<file path="config.mk">
export PLATFORM = sky130hd
export DESIGN_NAME = axi_lite_mst_arb
export DESIGN_NICKNAME = d
export VERILOG_FILES = /design/src/rtl/axi_lite_mst_arb.sv
export SDC_FILE = /design/constraint.sdc
export NUM_CORES = 1
export LEC_CHECK = 0
export ABC_AREA = 1
export BUFFER_PORTS_ARGS = -buffer_cell sky130_fd_sc_hd__buf_2
export CAP_MARGIN = 20
export CORE_MARGIN = 1.5
export CORE_UTILIZATION = 40
export CTS_CLUSTER_SIZE = 40
export DETAILED_ROUTE_END_ITERATION = 8
export HOLD_SLACK_MARGIN = 0.15
export PLACE_DENSITY = 0.81
export SETUP_SLACK_MARGIN = 0.05
export SLEW_MARGIN = 20
export SYNTH_ARGS = -nofsm -noshare
export SYNTH_HDL_FRONTEND = slang
export SYNTH_SLANG_ARGS = --single-unit
export TNS_END_PERCENT = 5
</file>
<file path="constraint.sdc">
create_clock -name clk -period 5.8 [get_ports clk]
set_input_delay 0.29 -clock clk [delete_from_list [all_inputs] [get_ports clk]]
set_output_delay 0.29 -clock clk [all_outputs]
set_load 0.005 [all_outputs]
</file>
<file path="src/rtl/axi_lite_mst_arb.sv">
// axi_lite_mst_arb
//   Two-requester AXI4-Lite master. Round-robin arbitration between two
//   register-bus requesters, one outstanding AXI-Lite transaction at a time,
//   and a per-state timeout that aborts a stalled transaction with an error.
//
// Ports
//   clk, rstn                     clock, asynchronous active-low reset
//   reqN_valid/we/addr/wdata      requester N request (held until reqN_done)
//   reqN_done/err/rdata           requester N completion pulse, status, read data
//   awvalid/awready/awaddr        AXI write address channel
//   wvalid/wready/wdata           AXI write data channel
//   bvalid/bready/bresp           AXI write response channel
//   arvalid/arready/araddr        AXI read address channel
//   rvalid/rready/rdata/rresp     AXI read data channel
module axi_lite_mst_arb #(
    parameter int AW     = 32,
    parameter int DW     = 32,
    parameter int TO_CYC = 256,
    parameter int TO_W   = 9
) (
    input  logic          clk,
    input  logic          rstn,
    input  logic          req0_valid,
    input  logic          req0_we,
    input  logic [AW-1:0] req0_addr,
    input  logic [DW-1:0] req0_wdata,
    output logic          req0_done,
    output logic          req0_err,
    output logic [DW-1:0] req0_rdata,
    input  logic          req1_valid,
    input  logic          req1_we,
    input  logic [AW-1:0] req1_addr,
    input  logic [DW-1:0] req1_wdata,
    output logic          req1_done,
    output logic          req1_err,
    output logic [DW-1:0] req1_rdata,
    output logic          awvalid,
    input  logic          awready,
    output logic [AW-1:0] awaddr,
    output logic          wvalid,
    input  logic          wready,
    output logic [DW-1:0] wdata,
    input  logic          bvalid,
    output logic          bready,
    input  logic [1:0]    bresp,
    output logic          arvalid,
    input  logic          arready,
    output logic [AW-1:0] araddr,
    input  logic          rvalid,
    output logic          rready,
    input  logic [DW-1:0] rdata,
    input  logic [1:0]    rresp
);

    typedef enum logic [2:0] {IDLE, WA, WB, RA, RD, DONE} state_e;

    localparam int              TO_LAST_I = (TO_CYC > 0) ? TO_CYC - 1 : 0;
    localparam logic [TO_W-1:0] TO_LAST   = TO_W'(TO_LAST_I);

    state_e          state_q;
    logic            gnt_q;
    logic            last_gnt_q;
    logic [TO_W-1:0] to_cnt_q;
    logic            awvalid_q, wvalid_q, bready_q, arvalid_q, rready_q;
    logic [AW-1:0]   awaddr_q, araddr_q;
    logic [DW-1:0]   wdata_q;
    logic            done0_q, done1_q, err0_q, err1_q;
    logic [DW-1:0]   rdata0_q, rdata1_q;

    logic            gnt_sel;
    logic [AW-1:0]   sel_addr;
    logic [DW-1:0]   sel_wdata;
    logic            sel_we;
    logic            to_hit;
    logic            aw_ok, w_ok;
    logic            fin, fin_err, fin_rd;

    assign req0_done  = done0_q;
    assign req0_err   = err0_q;
    assign req0_rdata = rdata0_q;
    assign req1_done  = done1_q;
    assign req1_err   = err1_q;
    assign req1_rdata = rdata1_q;
    assign awvalid    = awvalid_q;
    assign awaddr     = awaddr_q;
    assign wvalid     = wvalid_q;
    assign wdata      = wdata_q;
    assign bready     = bready_q;
    assign arvalid    = arvalid_q;
    assign araddr     = araddr_q;
    assign rready     = rready_q;

    // A zero TO_CYC disables the timeout entirely.
    assign to_hit = (TO_CYC != 0) && (to_cnt_q == TO_LAST);

    always_comb begin
        // On a tie the requester that did not win last time is granted.
        gnt_sel = req1_valid;
        if (req0_valid && req1_valid) gnt_sel = ~last_gnt_q;
        sel_we    = gnt_sel ? req1_we    : req0_we;
        sel_addr  = gnt_sel ? req1_addr  : req0_addr;
        sel_wdata = gnt_sel ? req1_wdata : req0_wdata;

        // A channel counts as accepted once its valid has already dropped
        // or it is handshaking this cycle.
        aw_ok = ~awvalid_q | awready;
        w_ok  = ~wvalid_q  | wready;

        // Transaction finishes this cycle: normal completion wins over timeout.
        fin     = 1'b0;
        fin_err = 1'b0;
        fin_rd  = 1'b0;
        case (state_q)
            WA: if (!(aw_ok && w_ok) && to_hit) begin
                fin = 1'b1; fin_err = 1'b1;
            end
            WB: if (bvalid) begin
                fin = 1'b1; fin_err = |bresp;
            end else if (to_hit) begin
                fin = 1'b1; fin_err = 1'b1;
            end
            RA: if (!arready && to_hit) begin
                fin = 1'b1; fin_err = 1'b1;
            end
            RD: if (rvalid) begin
                fin = 1'b1; fin_err = |rresp; fin_rd = 1'b1;
            end else if (to_hit) begin
                fin = 1'b1; fin_err = 1'b1;
            end
            default: ;
        endcase
    end

    always_ff @(posedge clk or negedge rstn) begin
        if (!rstn) begin
            state_q    <= IDLE;
            gnt_q      <= 1'b0;
            last_gnt_q <= 1'b1;
            to_cnt_q   <= '0;
            awvalid_q  <= 1'b0;
            wvalid_q   <= 1'b0;
            bready_q   <= 1'b0;
            arvalid_q  <= 1'b0;
            rready_q   <= 1'b0;
            awaddr_q   <= '0;
            araddr_q   <= '0;
            wdata_q    <= '0;
            done0_q    <= 1'b0;
            done1_q    <= 1'b0;
            err0_q     <= 1'b0;
            err1_q     <= 1'b0;
            rdata0_q   <= '0;
            rdata1_q   <= '0;
        end else begin
            done0_q <= 1'b0;
            done1_q <= 1'b0;
            err0_q  <= 1'b0;
            err1_q  <= 1'b0;
            if (fin) begin
                // Completion or abort: drop every AXI valid/ready and report.
                state_q   <= DONE;
                to_cnt_q  <= '0;
                awvalid_q <= 1'b0;
                wvalid_q  <= 1'b0;
                bready_q  <= 1'b0;
                arvalid_q <= 1'b0;
                rready_q  <= 1'b0;
                if (gnt_q) begin
                    done1_q <= 1'b1;
                    err1_q  <= fin_err;
                    if (fin_rd) rdata1_q <= rdata;
                end else begin
                    done0_q <= 1'b1;
                    err0_q  <= fin_err;
                    if (fin_rd) rdata0_q <= rdata;
                end
            end else begin
                case (state_q)
                    IDLE: if (req0_valid || req1_valid) begin
                        gnt_q      <= gnt_sel;
                        last_gnt_q <= gnt_sel;
                        to_cnt_q   <= '0;
                        awaddr_q   <= sel_addr;
                        araddr_q   <= sel_addr;
                        wdata_q    <= sel_wdata;
                        if (sel_we) begin
                            awvalid_q <= 1'b1;
                            wvalid_q  <= 1'b1;
                            state_q   <= WA;
                        end else begin
                            arvalid_q <= 1'b1;
                            state_q   <= RA;
                        end
                    end
                    WA: if (aw_ok && w_ok) begin
                        awvalid_q <= 1'b0;
                        wvalid_q  <= 1'b0;
                        bready_q  <= 1'b1;
                        to_cnt_q  <= '0;
                        state_q   <= WB;
                    end else begin
                        // AW and W are accepted independently.
                        if (awready) awvalid_q <= 1'b0;
                        if (wready)  wvalid_q  <= 1'b0;
                        to_cnt_q <= to_cnt_q + TO_W'(1);
                    end
                    WB: to_cnt_q <= to_cnt_q + TO_W'(1);
                    RA: if (arready) begin
                        arvalid_q <= 1'b0;
                        rready_q  <= 1'b1;
                        to_cnt_q  <= '0;
                        state_q   <= RD;
                    end else begin
                        to_cnt_q <= to_cnt_q + TO_W'(1);
                    end
                    RD: to_cnt_q <= to_cnt_q + TO_W'(1);
                    DONE: begin
                        to_cnt_q <= '0;
                        state_q  <= IDLE;
                    end
                    default: state_q <= IDLE;
                endcase
            end
        end
    end

endmodule

</file>
==> run metrics, run 1 <==
GRT Total Usage=about a quarter; Antenna diodes=0; multi-input logic area=~2400 µm²; PwrDens=483 nW/µm²; Critical Path End Type=flip-flop; Non-Filler Instances=~1,400; Initial Util=41.1%; Mapped Nets=between 900 and 1,000; unrepaired setup endpoints after global routing=false; final antenna-violating net count=0; Root Buffer=clkbuf_16; Seq pwr share=a little under two fifths; Top Ports=between 300 and 400; logic gate share of total power=37.0%; Final Total Pwr=4580 µW; Post-layout nets=around 1,300; Final Hold Viols=0; Final Skew=0.00845 ns; achievable frequency=between 0.3 and 0.4 GHz; Placer Congestion=between 0.8 and 0.9; NetSw=1660 µW; Int Pwr=between 2000 and 3000 µW; # fillers=1,468; detailed-route DRC error count=0; Switching Share=between 30% and 40%; vias in the first global route=about 6,500; area of placed instances=roughly 8500 µm²; CTS tree=built; die area=around 18,000 µm²; Synth top area share=a little over half; HPWL Detailed=between 10 and 15 mm; R2R depth=14; Final WS setup=roughly 2.9 ns; placed instance count=roughly 1,300; initial antenna violation count=0; Rel. slew slack=a little under 30%; Warnings, synthesis=0; critical path data required time=between 6 and 7 ns; layout cell share with drive strength beyond 1=around a third; cells taking the most area after synthesis=dfrtp_1 (55%), nand2_1 (11%), o21a_1 (5.3%), o21ai_1 (4.8%), nand3_1 (4.0%); Max clock buf depth=2; Core Box Area=about 17,000 µm²; final setup violation count=0; hold path cells=3; Hold Crit Class=in2reg; Setup WS pre-CTS=approximately 3 ns; # Post-CTS Setup Buffers=0; critical path fanouts, max=64; DR pass1 iterations=5; row cnt=47; CTS Buf Count=17; clock share of power=approximately a quarter; DR WL/cell=15.3 µm; grt ovf=0; Seq. cell area=approximately 3800 µm²; drt first-iter violations=between 300 and 400; Tmin final=~2.9 ns; Max Cap Viol=0; status=finished, final reports clean; Mapped Avg Cell Area=between 8 and 9 µm²; via count=around 6,500; Yosys reg bits=151; Port-buffer cells=approximately 340; number of vias per cell=roughly 4.8; cell taking the most area after synthesis=dfrtp_1; Final Slew Violations=0; post-synthesis cell type count=31; Mapped Area=roughly 6800 µm²; Critical Path AT=roughly 3.2 ns; first-pass GRT wire length=about 33 mm; area grow syn2layout=38.6%; final period utilization=around 49%; TNS Setup=0 ns; largest net degree at the start of global routing=roughly 110; Crit Path Class=reg2reg; Die Ht=~130 µm; clock latency on the worst-skew pair=between 0.4 and 0.5 ns; Peak VDD IR=between 0.0002 and 0.00025 V; H-tree depth=4; Post-Route WL=between 20 and 25 mm; post-route cell area=~9500 µm²; CTS Sinks=~150; CP startpoint kind=flip-flop; Worst-path clk slew=0.06 ns; Die W=134 µm; static leakage=0.00498 µW; Syn Inst Count=785; worst slew pin tran=approximately 1.1 ns; Seq/Total Area, Yosys=between 50% and 60%
path summary, 6_finish.rpt:
kind	startpoint	end	slack, ns
setup / recovery	to_cnt_q[0]	req0_rdata[26]	2.93
hold / removal	req0_wdata[1]	wdata[1]	0.17
setup reg to reg	to_cnt_q[0]	req0_rdata[26]	2.93
hold reg to reg	last_gnt_q	last_gnt_q	0.48
max in group asynchronous	rstn	req0_rdata[5]	3.84
min in group asynchronous	rstn	wdata[19]	0.46
metrics by stage:
stage	hold slack, ns	utilization (%)
after global routing	0.178	57.0
after global placement	0.374	50.7
after detailed placement	0.373	50.9
after CTS	0.154	57.0
final	0.171	57.0
after floorplan	-0.00559	-
cells by family (layout without fill, tap and decap cells):
kind of cell    count (synthesis)  after routing  synth area share, %
flops                         151            151                 55.3
xor+xnor                        2              2                0.256
buf+inv                       132            479                 9.44
fa+ha+maj                       2              2                0.366
simple gates                  320            320                 19.6
compound gates                178            178                 15.0
power groups by stage:
stage                     Sequential (µW)  Clock [µW]  Combinational [µW]
final                                1760        1120                1700
after global routing                 1810        1200                1910
after CTS                            1750        1150                1710
after detailed placement             1760           0                1690
after global placement               1750           0                1640
after floorplan                      1780           0                 980
synthesized netlist by cell type:
| master | number |
|---|---|
| inv_1 | 55 |
| dfrtp_1 | 150 |
| buf_1 | 1 |
| ha_1 | 2 |
| nor3_1 | 1 |
| nor2_2 | 1 |
| a31oi_1 | 2 |
| nand4_1 | 5 |
| dfstp_2 | 1 |
| nand3_4 | 2 |
| a21oi_1 | 4 |
| a211oi_1 | 1 |
| o21bai_1 | 1 |
| nand2_2 | 4 |
| nand3_1 | 54 |
| nand2_1 | 202 |
| clkbuf_1 | 16 |
| nand2_4 | 1 |
| buf_2 | 24 |
| xor2_1 | 2 |
| o22ai_1 | 1 |
| a21o_1 | 2 |
| nor2_4 | 1 |
| nor2_1 | 48 |
| o21ai_1 | 66 |
| o21ai_2 | 1 |
| o21a_1 | 48 |
| buf_4 | 32 |
| o21ai_0 | 52 |
| nor3b_1 | 1 |
| inv_2 | 4 |
per-layer routing:
layer | wire (µm) | vias to the layer above | global-route usage [%]
li1 | - | 3179 | -
met4 | 582 | 0 | 8.82
met5 | 0 | - | 0
met3 | 1330 | 47 | 6.32
met1 | 8720 | 3074 | 30.0
met2 | 10000 | 238 | 39.0
layout by cell type, fill, tap and decap left out, types with 3 or more instances in the layout:
master / count
a21oi_1: 4
buf_2: 342
buf_4: 3
clkbuf_16: 17
clkinv_4: 3
dfrtp_1: 150
dlygate4sd3_1: 41
inv_1: 54
inv_2: 5
inv_6: 4
nand2_1: 201
nand2_2: 5
nand3_1: 54
nand4_1: 5
nor2_1: 47
o21a_1: 48
o21ai_0: 52
o21ai_1: 66
sequential cells by signal (all words and copies together), names as in the netlist, 3 cells and up:
| name | count |
|---|---|
| state_q | 3 |
| to_cnt_q | 9 |
| wdata | 32 |
| req1_rdata | 32 |
| req0_rdata | 32 |
| araddr | 32 |
worst max-delay path, stage by stage (launching register included):
cell	delay, ns
dfrtp_1	0.39
ha_1	0.18
nand3_1	0.10
nor2_1	0.14
nand2_1	0.09
nor2_1	0.10
ha_1	0.23
inv_1	0.09
nand2_1	0.07
nand3_1	0.08
nand2_1	0.09
nand2_2	0.10
nand2_4	0.16
nand3_4	0.53
o21ai_1	0.37
area by class of cell:
cell class,instances,share of cell area [%]
Clock inverter,14,1.73
Tap cell,220,2.90
Timing Repair Buffer,388,23.0
Sequential cell,151,39.9
Inverter,59,2.34
Clock buffer,18,4.63
Multi-Input combinational cell,502,25.6
what timing repair did:
item	CTS	global route
hold buffers	41	0
hold endpoints to repair	146	0
gates resized for setup	0	0
(Power assumes the default switching activity.)
==> run 2: changes to the inputs <==
Settings changed: PLACE_DENSITY 0.81 to 0.83.
Clock period 5.8 ns to 2.5 ns, I/O delays scaled along.
==> run 2 against run 1 <==
Compared with the run above:
- first-iteration DRC count increased by 47%
- total power increased to 2.5 times the previous value
- sequential share of layout area decreased by 5.6 points
- core utilization increased by 9.3 points
==> run metrics, run 2 (synthesis gave the netlist of run 1 again) <==
met3 Use GR=~7.6%; Core Box Area=approximately 17,000 µm²; Initial Util=between 40% and 50%; clock latency on the worst-skew pair=0.42 ns; final antenna-violating net count=0; die area=about 18,000 µm²; Critical Path End Type=flip-flop; Setup WS pre-CTS=between 0.1 and 0.15 ns; Top Ports=344; Port-buffer cells=343; number of vias per cell=a little over 5; Post-Route WL=~25 mm; most frequent cells in the layout=buf_2 (342), nand2_1 (198), dlygate4sd3_1 (169), dfrtp_1 (150), o21ai_1 (66); DR pass1 iterations=6; vias in the first global route=7,530; layer with the highest usage=met2; worst slew pin tran=about 0.75 ns; critical path fanouts, max=29; area grow syn2layout=61.2%; CTS Buf Count=17; initial antenna violation count=1; logic gate share of total power=between 40% and 50%; final period utilization=a little over nine tenths; CP startpoint kind=flip-flop; grt ovf=0; Int Pwr=about 7300 µW; Final Total Pwr=between 10,000 and 15,000 µW; HPWL Detailed=approximately 15 mm; critical path data required time=~2.8 ns; final setup violation count=0; Critical Path Slowest Stage Cell=dfrtp_1; DR WL/cell=between 15 and 20 µm; CTS Sinks=between 150 and 200; Die W=~130 µm; worst hold margin=0.194 ns; Seq pwr share=~36%; Die Ht=about 130 µm; Final Slew Violations=0; Switching Share=36.6%; largest stage delay on the critical path=approximately 0.37 ns; Peak VDD IR=roughly 0.00057 V; most common cell after layout, fill and taps aside=buf_2; clock share of power=21.5%; Final WS setup=between 0.05 and 0.06 ns; achievable frequency=a little over 0.4 GHz; largest net degree at the start of global routing=85; drt first-iter violations=just under 500; worst path cell trace=ha_2 -> nand3_2 -> nor2_2 -> nand2_2 -> nor2_2 -> ha_2 -> inv_1 -> nand2_1 -> nand3_1 -> nand2_1 -> nand2_2 -> nand2_4 -> nand3_4 -> clkbuf_16 -> o21ai_1; detailed-route DRC error count=0; CTS tree=built; Max Cap Viol=0; Final Hold Viols=0; via count=approximately 7,600; Tmin final=about 2.4 ns; Post-layout nets=~1,400; Final Skew=between 0.01 and 0.015 ns; GRT Total Usage=26.8%; Max clock buf depth=2; Worst-path clk slew=approximately 0.07 ns; Placer Congestion=roughly 0.89; layout cell share with drive strength beyond 1=33.2%; Rel. slew slack=roughly half; routing usage on met1=30.5%; PwrDens=1050 nW/µm²; Hold Crit Class=in2reg; Root Buffer=clkbuf_16; Critical Path AT=approximately 2.8 ns; status=finished, final reports clean; static leakage=~0.0056 µW; H-tree depth=4; NetSw=about 4200 µW; first-pass GRT wire length=~37 mm; row cnt=47; met2 Resource Use GR=between 40 and 50%; Crit Path Class=reg2reg
[run 2: cell count changes in the layout (fill, tap and decap cells not counted), sizes merged]
cell / delta
bufinv: -1
clkinvlp: +1
buf: +14
clkinv: +1
dlygate4sd3: +128
diode: +1
clkbuf: +3
[run 2: critical path, delay by kind of cell, from the launching register on]
| family | cells | cell delay [ns] |
|---|---|---|
| DFF | 1 | 0.37 |
| buffers and inverters | 2 | 0.35 |
| and+or+nand+nor | 10 | 1.07 |
| AOI/OAI and AO/OA | 1 | 0.15 |
| adders and majority gates | 2 | 0.41 |
[run 2: area by class of cell]
type / count / area [µm²]
Tap cell: 220 / 275
Fill cell: 1147 / 5620
Multi-Input combinational cell: 502 / 2450
Sequential cell: 151 / 3780
Clock inverter: 15 / 143
Antenna cell: 1 / 2.50
Clock buffer: 17 / 425
Timing Repair Buffer: 534 / 3720
Inverter: 59 / 224
[run 2: repair_timing]
item,4_1_cts,5_1_grt
setup endpoints to repair,0,130
hold buffers,169,0
hold endpoints to repair,208,0
buffers inserted,0,7
gates resized for setup,0,13
[run 2: power groups by stage]
| stage | clock network (µW) | registers (µW) | logic, µW |
|---|---|---|---|
| 6_report | 2490 | 4130 | 4960 |
| 5_1_grt | 2650 | 4230 | 5400 |
| 4_1_cts | 2530 | 4080 | 4700 |
| 3_5_place_dp | 0 | 4110 | 3970 |
| 3_3_place_gp | 0 | 4080 | 3860 |
| 2_1_floorplan | 0 | 4120 | 2270 |
[run 2: path summary, 6_finish.rpt]
path | slack, ns | endpoint | from | cells past startpoint
worst max-delay path | 0.05 | req1_rdata[27] | to_cnt_q[0] | 15
worst min-delay path | 0.19 | arvalid | req0_we | 6
worst max register to register | 0.05 | req1_rdata[27] | to_cnt_q[0] | 15
worst min register to register | 0.48 | last_gnt_q | last_gnt_q | 2
max in group asynchronous | 1.50 | araddr[27] | rstn | 3
min in group asynchronous | 0.27 | req0_rdata[3] | rstn | 2
[run 2: metal layers]
| metal | vias to the layer above | share of wire [%] | routed length [µm] |
|---|---|---|---|
| li1 | 3475 | - | - |
| met1 | 3613 | 39 | 9640 |
| met2 | 427 | 49 | 12400 |
| met3 | 96 | 7.7 | 1930 |
| met4 | 0 | 4.2 | 1050 |
| met5 | - | 0 | 0 |
[run 2: metrics by stage]
stage               util [%]  area (µm²)  instances  setup TNS (ns)
detailed placement      51.5        8570       1286               0
global placement        51.5        8570       1286               0
finish                  66.2       11000       1499               0
CTS                     65.1       10800       1487               0
global route            66.2       11000       1499           -1.06
floorplan                  -        6840        785               0
